[src/rtl/mem_bus_arbiter_pkg.sv]
// Shared definitions for the ibus/dbus memory arbiter:
// FSM state encoding, bus width constants and a fetch word-align helper.
package mem_bus_arbiter_pkg;

    localparam int unsigned ADDR_W  = 32;
    localparam int unsigned DATA_W  = 32;
    localparam int unsigned STRB_W  = 4;
    localparam int unsigned STATE_W = 2;

    localparam logic [1:0] ARB_IDLE   = 2'd0;
    localparam logic [1:0] ARB_BUSY_I = 2'd1;
    localparam logic [1:0] ARB_BUSY_D = 2'd2;

    // Fetches are always whole words; drop the byte offset.
    function automatic logic [ADDR_W-1:0] word_align(input logic [ADDR_W-1:0] addr);
        return {addr[ADDR_W-1:2], 2'b00};
    endfunction

endpackage

[src/rtl/arb_timeout_counter.sv]
// Loadable/clearable saturating counter with an expiry flag.
// Ports:
//   clk, reset      - clock, synchronous active-high reset
//   clr             - clear count to zero (wins over load/inc)
//   load, load_val  - load an explicit count value
//   inc             - increment by one, saturating at all-ones
//   limit           - expiry threshold
//   expired         - count has reached limit
module arb_timeout_counter #(
    parameter int unsigned WIDTH = 8
) (
    input  logic             clk,
    input  logic             reset,
    input  logic             clr,
    input  logic             load,
    input  logic [WIDTH-1:0] load_val,
    input  logic             inc,
    input  logic [WIDTH-1:0] limit,
    output logic             expired
);

    localparam logic [WIDTH-1:0] CNT_MAX = '1;

    logic [WIDTH-1:0] count;

    // Count register
    always_ff @(posedge clk) begin
        if (reset || clr) begin
            count <= '0;
        end else if (load) begin
            count <= load_val;
        end else if (inc && (count != CNT_MAX)) begin
            count <= count + WIDTH'(1);
        end
    end

    assign expired = (count >= limit);

endmodule

[src/rtl/mem_bus_arbiter.sv]
// Shares one single-ported memory bus between the instruction-fetch port
// (ibus) and the load/store port (dbus). Data has priority; fetch is forced
// after STARVE_LIMIT consecutive data grants taken while a fetch waits.
// Hung transactions are aborted after TIMEOUT busy cycles with bus_err.
// Ports:
//   clk, reset                - clock, synchronous active-high reset
//   ibus_req/addr             - fetch request (held until ibus_ready)
//   ibus_ready/rdata          - fetch completion pulse and data
//   dbus_req/we/addr/wdata/wstrb - data request (held until dbus_ready)
//   dbus_ready/rdata          - data completion pulse and load data
//   bus_err                   - pulses with the ready of a timed-out access
//   mem_req/we/addr/wdata/wstrb - registered memory request
//   mem_ready/rdata           - memory completion pulse and read data
module mem_bus_arbiter
    import mem_bus_arbiter_pkg::*;
#(
    parameter int unsigned STARVE_LIMIT = 4,
    parameter int unsigned TIMEOUT      = 255
) (
    input  logic              clk,
    input  logic              reset,
    input  logic              ibus_req,
    input  logic [ADDR_W-1:0] ibus_addr,
    output logic              ibus_ready,
    output logic [DATA_W-1:0] ibus_rdata,
    input  logic              dbus_req,
    input  logic              dbus_we,
    input  logic [ADDR_W-1:0] dbus_addr,
    input  logic [DATA_W-1:0] dbus_wdata,
    input  logic [STRB_W-1:0] dbus_wstrb,
    output logic              dbus_ready,
    output logic [DATA_W-1:0] dbus_rdata,
    output logic              bus_err,
    output logic              mem_req,
    output logic              mem_we,
    output logic [ADDR_W-1:0] mem_addr,
    output logic [DATA_W-1:0] mem_wdata,
    output logic [STRB_W-1:0] mem_wstrb,
    input  logic              mem_ready,
    input  logic [DATA_W-1:0] mem_rdata
);

    localparam int unsigned       SCNT_W     = 4;
    localparam int unsigned       TCNT_W     = 8;
    localparam logic [SCNT_W-1:0] STARVE_MAX = SCNT_W'(STARVE_LIMIT);
    // Counter holds the number of elapsed busy cycles, so expiry on the
    // TIMEOUT-th busy cycle means a threshold of TIMEOUT-1.
    localparam logic [TCNT_W-1:0] TO_LIMIT   = TCNT_W'(TIMEOUT - 1);

    logic [STATE_W-1:0] state;
    logic [STATE_W-1:0] state_next;
    logic [SCNT_W-1:0]  starve_cnt;
    logic               grant_i;
    logic               grant_d;
    logic               busy;
    logic               expired;
    logic               done;
    logic               own_i;
    logic               own_d;

    assign busy  = (state == ARB_BUSY_I) || (state == ARB_BUSY_D);
    assign own_i = (state == ARB_BUSY_I) && !reset;
    assign own_d = (state == ARB_BUSY_D) && !reset;
    assign done  = busy && (mem_ready || expired);

    // Busy-cycle watchdog; idle clears it so every grant starts from zero
    arb_timeout_counter #(
        .WIDTH (TCNT_W)
    ) u_timeout (
        .clk      (clk),
        .reset    (reset),
        .clr      (!busy),
        .load     (1'b0),
        .load_val ('0),
        .inc      (busy && !mem_ready),
        .limit    (TO_LIMIT),
        .expired  (expired)
    );

    // State register
    always_ff @(posedge clk) begin
        if (reset) begin
            state <= ARB_IDLE;
        end else begin
            state <= state_next;
        end
    end

    // Next-state and grant decision
    always_comb begin
        state_next = state;
        grant_i    = 1'b0;
        grant_d    = 1'b0;
        case (state)
            ARB_IDLE: begin
                if (dbus_req && (starve_cnt < STARVE_MAX)) begin
                    grant_d = 1'b1;
                end else if (ibus_req) begin
                    grant_i = 1'b1;
                end else if (dbus_req) begin
                    grant_d = 1'b1;
                end
                if (grant_d) begin
                    state_next = ARB_BUSY_D;
                end else if (grant_i) begin
                    state_next = ARB_BUSY_I;
                end
            end
            ARB_BUSY_I, ARB_BUSY_D: begin
                if (done) begin
                    state_next = ARB_IDLE;
                end
            end
            default: state_next = ARB_IDLE;
        endcase
    end

    // Memory request fields latched at grant, held for the whole transaction
    always_ff @(posedge clk) begin
        if (reset) begin
            mem_req   <= 1'b0;
            mem_we    <= 1'b0;
            mem_addr  <= '0;
            mem_wdata <= '0;
            mem_wstrb <= '0;
        end else if (grant_i) begin
            mem_req   <= 1'b1;
            mem_we    <= 1'b0;
            mem_addr  <= word_align(ibus_addr);
            mem_wdata <= '0;
            mem_wstrb <= '0;
        end else if (grant_d) begin
            mem_req   <= 1'b1;
            mem_we    <= dbus_we;
            mem_addr  <= dbus_addr;
            mem_wdata <= dbus_wdata;
            mem_wstrb <= dbus_wstrb;
        end else if (done) begin
            mem_req   <= 1'b0;
        end
    end

    // Consecutive data grants taken while a fetch was waiting
    always_ff @(posedge clk) begin
        if (reset) begin
            starve_cnt <= '0;
        end else if (grant_i) begin
            starve_cnt <= '0;
        end else if (grant_d) begin
            if (!ibus_req) begin
                starve_cnt <= '0;
            end else if (starve_cnt < STARVE_MAX) begin
                starve_cnt <= starve_cnt + SCNT_W'(1);
            end
        end
    end

    // Completion signalling; a real mem_ready beats a coincident expiry
    assign ibus_ready = own_i && done;
    assign dbus_ready = own_d && done;
    assign bus_err    = (own_i || own_d) && expired && !mem_ready;
    assign ibus_rdata = (own_i && mem_ready) ? mem_rdata : '0;
    assign dbus_rdata = (own_d && mem_ready) ? mem_rdata : '0;

endmodule

[config.mk]
export PLATFORM = sky130hd
export DESIGN_NAME = mem_bus_arbiter
export DESIGN_NICKNAME = d
export VERILOG_FILES = /design/src/rtl/mem_bus_arbiter_pkg.sv /design/src/rtl/arb_timeout_counter.sv /design/src/rtl/mem_bus_arbiter.sv
export SDC_FILE = /design/constraint.sdc
export NUM_CORES = 1
export LEC_CHECK = 0
export ABC_AREA = 1
export CAP_MARGIN = 20
export CORE_AREA = 2 2 106 108
export CTS_CLUSTER_DIAMETER = 40
export DETAILED_ROUTE_END_ITERATION = 10
export DIE_AREA = 0 0 108 110
export GPL_TIMING_DRIVEN = 1
export PLACE_DENSITY = 0.84
export SLEW_MARGIN = 0
export SYNTH_ARGS = -nofsm -noshare
export SYNTH_HDL_FRONTEND = slang
export SYNTH_SLANG_ARGS = --single-unit
[constraint.sdc]
create_clock -name clk -period 2.96 [get_ports clk]
set_clock_uncertainty 0.15 [all_clocks]
set_input_delay 0.296 -clock clk [delete_from_list [all_inputs] [get_ports clk]]
set_output_delay 0.296 -clock clk [all_outputs]
set_load 0.05 [all_outputs]
Word-level counts from Yosys, hierarchy flattened

Index checks and enable logic that the tools add are counted.

Eq/ne operators: 6
Multiplexer cells: 22
Add/sub/neg operators: 2
Reduce and logical (&&, ||, !) cells: 26
$lt $le $gt $ge: 2

Operators by type and width:

| operator                                                   | count |
|---|---|
| two-way mux 32 bit                                         | 4 |
| logical AND 1 bit                                          | 12 |
| two-way mux 1 bit                                          | 12 |
| adder 8 x 1 -> 8 bit, second input constant                | 1 |
| greater-or-equal comparator 8 bit, second input constant   | 1 |
| two-way mux 4 bit                                          | 2 |
| != test 8 bit, second input constant                       | 1 |
| two-way mux 2 bit                                          | 3 |
| adder 4 x 1 -> 4 bit, second input constant                | 1 |
| logical OR 1 bit                                           | 4 |
| less-than comparator 4 x 3 -> 1 bit, second input constant | 1 |
| case mux 2 bit (2 select lines)                            | 1 |
| AND reduction 2 bit                                        | 2 |
| OR reduction 2 bit                                         | 2 |
| zero test 1 bit                                            | 3 |
| != test 3 bit, second input constant                       | 1 |
| nonzero test 3 bit                                         | 1 |
| == test 2 x 1 -> 1 bit, second input constant              | 1 |
| == test 2 bit, second input constant                       | 1 |
| zero test 2 bit                                            | 1 |
| != test 2 x 1 -> 1 bit, second input constant              | 1 |
| != test 2 bit, second input constant                       | 1 |
| nonzero test 2 bit                                         | 1 |

Input port bits: 138
Register bits after elaboration: 84

Logic depth before layout (Yosys ltp)

Gate-level depths: netlist (run 1).

Word-level depth: 7
Depth in mapped cells: 10
Mapped depth without buffers: 10

Modules after synthesis

A second synthesis (run 1) with hierarchy kept.

Cell total of the unflattened synthesis: 696
Area, all modules: 4454.3 sq um

Modules (own cells, without submodules):

| module              | area an instance (sq um) | instances | sequential area each (sq um) | cells an instance |
|---|---|---|---|---|
| mem_bus_arbiter     | 3676.0                   | 1         | 1521.5                       | 571 |
| arb_timeout_counter | 778.2                    | 1         | 160.2                        | 125 |

Worst setup path before layout (run 1)

Ideal clock, no wire load.

Path kind: register -> output
Start point: register u_timeout.count[0]
End point: output port bus_err
Required time: 2514 ps
Path buffers: 0
Arrival: 1868 ps
Path slack: 646 ps
Stages on the path, launching flop included: 7
Cell sequence: dfxtp_1 > inv_1 > ha_1 > nor2_1 > nor2_1 > nand2_1 > a211oi_1

Word-level cells in the longest chain between the ends: 3

Ends and longest elaborated chain:

| what                              | RTL line                  | source |
|---|---|---|
| start: declaration                | arb_timeout_counter.sv:24 | `logic [WIDTH-1:0] count;` |
| start signal: assignment          | arb_timeout_counter.sv:31 | `count <= load_val;` |
| start signal: assignment          | arb_timeout_counter.sv:33 | `count <= count + WIDTH'(1);` |
| greater-or-equal comparator 8 bit | arb_timeout_counter.sv:37 | `assign expired = (count >= limit);` |
| logical AND 1 bit (2 in series)   | mem_bus_arbiter.sv:161    | `assign bus_err = (own_i \|\| own_d) && expired && !mem_ready;` |
| end: declaration                  | mem_bus_arbiter.sv:33     | `output logic bus_err,` |

Every way passes these cells.

Final worst setup path (run 1)

Start point: input port reset
End point: output port dbus_rdata[0]

Word-level cells in the longest chain between the ends: 4

Ends and longest elaborated chain:

| what               | RTL line               | source |
|---|---|---|
| start: declaration | mem_bus_arbiter.sv:21  | `input logic reset,` |
| zero test 1 bit    | mem_bus_arbiter.sv:63  | `assign own_d = (state == ARB_BUSY_D) && !reset;` |
| logical AND 1 bit  | mem_bus_arbiter.sv:63  |  |
| logical AND 1 bit  | mem_bus_arbiter.sv:163 | `assign dbus_rdata = (own_d && mem_ready) ? mem_rdata : '0;` |
| two-way mux 32 bit | mem_bus_arbiter.sv:163 |  |
| end: declaration   | mem_bus_arbiter.sv:32  | `output logic [DATA_W-1:0] dbus_rdata,` |

Every way passes these cells.

==> flow_metrics.tcl, run 1 <==
set metrics [dict create \
    cts.sinks 84 \
    die_y_um 110 \
    seq_area_mm2 0.00168 \
    placedCellCount 1020 \
    num-fill-cells 986 \
    slew_violations 0 \
    cts.repair.resized 0 \
    hold_path_class "reg2reg" \
    p_leak_nw 3.32 \
    cts_max_level 3 \
    crit_slowest_cell "clkdlybuf4s50_1" \
    synth_area_per_cell_um2 6.31 \
    io_pins 275 \
    synth_top_area_share_pct 42.1 \
    r2r_slack_ps 1100 \
    cts_tree "built" \
    cts_buffers 9 \
    status "complete, no violations" \
    fmax_mhz 399 \
    setup_violations 0 \
    final_cells 1036 \
    synth.cell_area_mm2 0.00399 \
    final_cell_mix "clkdlybuf4s50_1, nor2_1, nand2_1, dfxtp_1, inv_1" \
    postLayoutCellArea_mm2 0.00689 \
    cellPowerDensity_mw_per_mm2 708 \
    ir_drop_uv 402 \
    critPathLaunchType "input pin" \
    drt-total-wl_um 13200 \
    ctsHoldBuffers 0 \
    std_cell_rows 38 \
    synth.area.top_cells "dfxtp_1, nor2_1, nand2_1" \
    fin_setup_tns_ps 0 \
    drcViolationCount 0 \
    antenna_cells 0 \
    place_area_mm2 0.00667 \
    p_seq_share_pct 30.1 \
    p_int_mw 2.67 \
    crit_type "in2out" \
    crit_arrival_ps 2060 \
    yosysWarnings 0 \
    wire_per_inst_um 12.7 \
    syn_to_final_growth_pct 72.5 \
    antenna_found_initial 0 \
    path_common_cell "buf_4" \
    ys_ff_latch 84 \
    cp_num_buf_inv 4 \
    synth_nets 777 \
    crit_family "buffers and inverters" \
    ctsLongestPathBuffers 2 \
    yosys.area.top_type "dfxtp_1" \
    clock_latency_ps 340 \
    p_sw_share_pct 45.3 \
    place_congestion 0.817 \
    grt_max_degree 43 \
    grt_pass1_wl_um 19600 \
    initialDrtViolationCount 303 \
    tightestPinTransition_ps 643 \
    p_switching_mw 2.21 \
    core_mm2 0.0107 \
    ant_nets 0 \
    portBuffers 272 \
    nNetsFinal 1035 \
    grt_overflow 0 \
    multi_input_area_mm2 0.00188 \
    post-route-min-period_ps 2500 \
    clk_pin_slew_ps 90 \
    drive_gt1_share_pct 10.9 \
    cp.required_ps 2510 \
    cts_setup_buffers 0 \
    critPathMaxStageDelay_ps 550 \
    rsz0062_at_grt "no" \
    clockPowerShare_pct 18.7 \
    syn-instance-count 633 \
    start_util_pct 37.3 \
    synth.distinct_cells 21 \
    place_hpwl_um 9960 \
    cp_cell_sequence "clkdlybuf4s50_1 -> clkinv_1 -> nand3_1 -> buf_4 -> nor2_1 -> buf_4" \
    min_period_over_period_pct 84.6 \
    die_w_um 108 \
    path_max_fanout 32 \
    viasPerCell 4.51 \
    die_area_mm2 0.0119 \
    layout_commonest_cell "clkdlybuf4s50_1" \
    cap_violations 0 \
    pwr-share-comb_pct 51.2 \
    end_kind "output pin" \
    root_buffer "clkbuf_8" \
    hold_violations 0 \
    track_usage_pct 20.7 \
    slew_headroom_pct 57.0 \
    drt_first_pass_iters 5 \
    seq_area_frac_synth_pct 42.1 \
    grt_pass1_vias 4115 \
    vias 4673 \
]
## layout make-up
| cell class | count | area share, % |
|---|---|---|
| clock buffer | 9 | 1.80 |
| clock inverter | 7 | 1.44 |
| inverter | 82 | 4.47 |
| multi-input combinational | 433 | 27.3 |
| sequential | 84 | 24.4 |
| tap | 140 | 2.54 |
| timing repair buffer | 281 | 38.1 |
## synthesized netlist by cell type (all sizes together)
cell and instances:
o21ai 44, nand3 66, nand2 133, inv 81
xor2 1, buf 12, xnor2 1, nand4 2
a211oi 1, clkbuf 22, nand3b 1, nor2 167
clkinv 1, a21oi 11, dfxtp 84, ha 6
## power by group through the flow
stage | clock (mW) | combinational [mW] | sequential [mW]
after floorplan | 0 | 0.922 | 2.22
after CTS | 0.953 | 2.51 | 1.47
after global placement | 0 | 2.50 | 1.48
after detailed placement | 0 | 2.51 | 1.49
after global routing | 1.00 | 2.69 | 1.50
final | 0.914 | 2.50 | 1.47
## per-layer routing
metal  vias to the layer above  global-route usage [%]  part of all wire (%)
li1                       2437                       -                     -
met1                      2045                    26.3                    43
met2                       181                    33.2                    47
met3                        10                    7.64                   9.3
met4                         0                    5.31                   1.0
met5                         -                       0                     0
## metrics by stage
stage | total power [mW] | util (%) | hold slack, ps | setup WS (ps)
finish | 4.88 | 64.4 | 300 | 456
global route | 5.19 | 64.4 | 330 | 311
CTS | 4.93 | 64.4 | 302 | 467
detailed placement | 4.00 | 62.3 | 288 | 471
global placement | 3.98 | 62.3 | 284 | 470
floorplan | 3.14 | - | 215 | 646
## worst min-delay path: stages, from the launching register on
cell and delay (ps):
dfxtp_1 320, nand2_1 60, nor2_1 40
## path summary, 6_finish.rpt
path / start / to / cells after the start
worst min register to register: starve_cnt[3] / starve_cnt[3] / 2
worst max-delay path: reset / dbus_rdata[0] / 6
worst max register to register: state[0] / u_timeout.count[5] / 9
worst min-delay path: starve_cnt[3] / starve_cnt[3] / 2
## sequential cells by signal (all words and copies together), names as in the netlist
name / count
mem_addr: 32
mem_wdata: 32
u_timeout.count: 8
mem_wstrb: 4
starve_cnt: 4
state: 2
mem_req: 1
mem_we: 1
## cells by family after synthesis
| logic type | synth area share (%) |
|---|---|
| XOR/XNOR | 0.439 |
| AND/OR/NAND/NOR | 37.1 |
| adder cells (fa/ha/maj) | 1.88 |
| buffers and inverters | 11.3 |
| AO/OA/AOI/OAI | 7.17 |
| flip-flops | 42.1 |
Power figures use the tool's default switching activity.
==> inputs of run 2 (changes only) <==
Settings changed: CORE_AREA 2 2 106 108 to default, CORE_UTILIZATION from default to 32, DIE_AREA 0 0 108 110 to default, PLACE_DENSITY 0.84 to 0.77.
Clock period 2.96 ns to 2.15 ns, I/O delays scaled along.
==> run 2 against run 1 <==
Sequential power increased by 38%. Design area increased by 3.0%. Largest power group unchanged. Final cell count increased by 3.1%. Via count increased by 0.32%. Total power increased by 44%. Critical endpoint is now ibus_rdata[28]. Global-route usage decreased by 0.41 points. Sequential cell count unchanged. Hold slack about the same. Highest routed layer unchanged. Utilization decreased by 5.8 points. Critical path depth unchanged. First-iteration DRC count decreased by 2.3%. Clock power increased by 60%.
==> flow_metrics.tcl, run 2 (synthesis results as in run 1) <==
set metrics [dict create \
    die_w_um 114 \
    vias 4688 \
    crit_slowest_cell "dfxtp_1" \
    cellPowerDensity_mw_per_mm2 992 \
    hold_path_class "reg2reg" \
    p_int_mw 3.92 \
    p_seq_share_pct 28.8 \
    hold_end "starve_cnt[3]" \
    routed.top_layer "met4" \
    io_pins 275 \
    grt_max_degree 43 \
    antenna_found_initial 0 \
    antenna_cells 0 \
    crit_family "buffers and inverters" \
    drive_gt1_share_pct 12.0 \
    p_switching_mw 3.12 \
    portBuffers 272 \
    place_congestion 0.800 \
    grt_pass1_vias 4281 \
    track_usage_pct 20.2 \
    grt_pass1_wl_um 20900 \
    die_area_mm2 0.0129 \
    clock_latency_ps 340 \
    p_sw_share_pct 44.3 \
    p_leak_nw 3.38 \
    rsz0062_at_grt "no" \
    std_cell_rows 40 \
    viasPerCell 4.39 \
    setup_violations 0 \
    drt-total-wl_um 13100 \
    cp.required_ps 1780 \
    route.met3.wl_um 1190 \
    root_buffer "clkbuf_16" \
    end_kind "output pin" \
    syn_to_final_growth_pct 77.7 \
    cts.sinks 84 \
    cts_tree "built" \
    r2r_slack_ps 340 \
    initialDrtViolationCount 296 \
    grt_overflow 0 \
    path_max_fanout 32 \
    critPathLaunchType "flop" \
    r2r_cells 9 \
    min_period_over_period_pct 95.0 \
    hold_slack_ps 301 \
    cts_max_level 3 \
    ctsLongestPathBuffers 2 \
    fmax_mhz 490 \
    cp_cell_sequence "inv_1 -> ha_1 -> nand3_1 -> buf_12 -> nor2_1 -> buf_4" \
    finish.utilization_pct 58.6 \
    start_util_pct 33.0 \
    drt_first_pass_iters 4 \
    pwr-share-comb_pct 50.5 \
    rr_startpoint "state[1]" \
    place_hpwl_um 9790 \
    die_y_um 114 \
    slew_violations 0 \
    ant_nets 0 \
    core_mm2 0.0121 \
    ir_drop_uv 594 \
    crit_arrival_ps 1680 \
    nNetsFinal 1039 \
    tightestPinTransition_ps 581 \
    cap_violations 0 \
    slew_headroom_pct 61.1 \
    layout_commonest_cell "clkdlybuf4s50_1" \
    post-route-min-period_ps 2040 \
    cts_buffers 9 \
    final_cell_mix "clkdlybuf4s50_1, nor2_1, nand2_1, dfxtp_1, inv_1" \
    crit_type "reg2out" \
    dr_wl_met2_um 6270 \
    hold_depth 2 \
    clockPowerShare_pct 20.7 \
    timing.rr.end "mem_addr[12]" \
    status "complete, no violations" \
    critPathMaxStageDelay_ps 310 \
    hold_violations 0 \
    wire_per_inst_um 12.3 \
    reg_top3 "mem_addr x32, mem_wdata x32, u_timeout.count x8" \
    clk_pin_slew_ps 70 \
    met1Wirelength_um 5450 \
    fin_setup_tns_ps 0 \
    cp_num_buf_inv 3 \
    drcViolationCount 0 \
    hold_start "starve_cnt[3]" \
]
run 2: changes by cell type in the layout (fill, tap and decap cells not counted), moves of 3 or more:
cell and delta:
clkbuf_16 +9, clkinvlp_4 +3, buf_12 +5, buf_4 -3, clkbuf_8 -8
run 2: worst max path at each step:
stage                     cells past startpoint  startpoint              to
after floorplan                               5    state[0]  dbus_rdata[10]
after global placement                        8    dbus_req    mem_addr[31]
after detailed placement                      8    dbus_req    mem_addr[12]
after CTS                                     6    state[1]  ibus_rdata[28]
after global routing                          6    state[1]  ibus_rdata[28]
final                                         6    state[1]  ibus_rdata[28]
run 2: stage by stage:
| step | cells | setup slack, ps | total power [mW] | cell area (µm²) |
|---|---|---|---|---|
| finish | 1068 | 107 | 7.04 | 7100 |
| global route | 1068 | 17.2 | 7.47 | 7100 |
| CTS | 1068 | 103 | 7.11 | 7080 |
| detailed placement | 1052 | 193 | 5.62 | 6800 |
| global placement | 1052 | 236 | 5.59 | 6800 |
| floorplan | 633 | 238 | 4.33 | 4000 |
run 2: what timing repair did:
action / in CTS / in global routing
hold buffers: 0 / 0
endpoints found under the setup margin: 0 / 2
setup buffers: 0 / 0
hold endpoints to repair: 0 / 0
resized for setup: 0 / 8
run 2: metal layers:
layer | track usage, % | vias up
met3 | 7.92 | 17
met1 | 23.8 | 2051
met4 | 5.70 | 0
li1 | - | 2447
met5 | 0 | -
met2 | 34.1 | 173
run 2: tightest hold or removal path, cell delays in order (launching register included):
cell and delay, ps:
dfxtp_1 320, nand2_1 60, nor2_1 40
run 2: final cells by class:
type / instances / area (µm²)
well taps: 168 / 210
multi-input cells: 433 / 1890
fillers: 1174 / 5020
clock buffers: 11 / 243
clock inverters: 5 / 36.3
inverters: 82 / 308
repair buffers: 285 / 2720
flip-flops and latches: 84 / 1680
run 2: power by group through the flow:
| stage | clock network (mW) | logic, mW | registers, mW |
|---|---|---|---|
| 6_report | 1.46 | 3.55 | 2.03 |
| 2_1_floorplan | 0 | 1.27 | 3.06 |
| 5_1_grt | 1.56 | 3.84 | 2.06 |
| 4_1_cts | 1.50 | 3.57 | 2.03 |
| 3_3_place_gp | 0 | 3.55 | 2.05 |
| 3_5_place_dp | 0 | 3.56 | 2.06 |
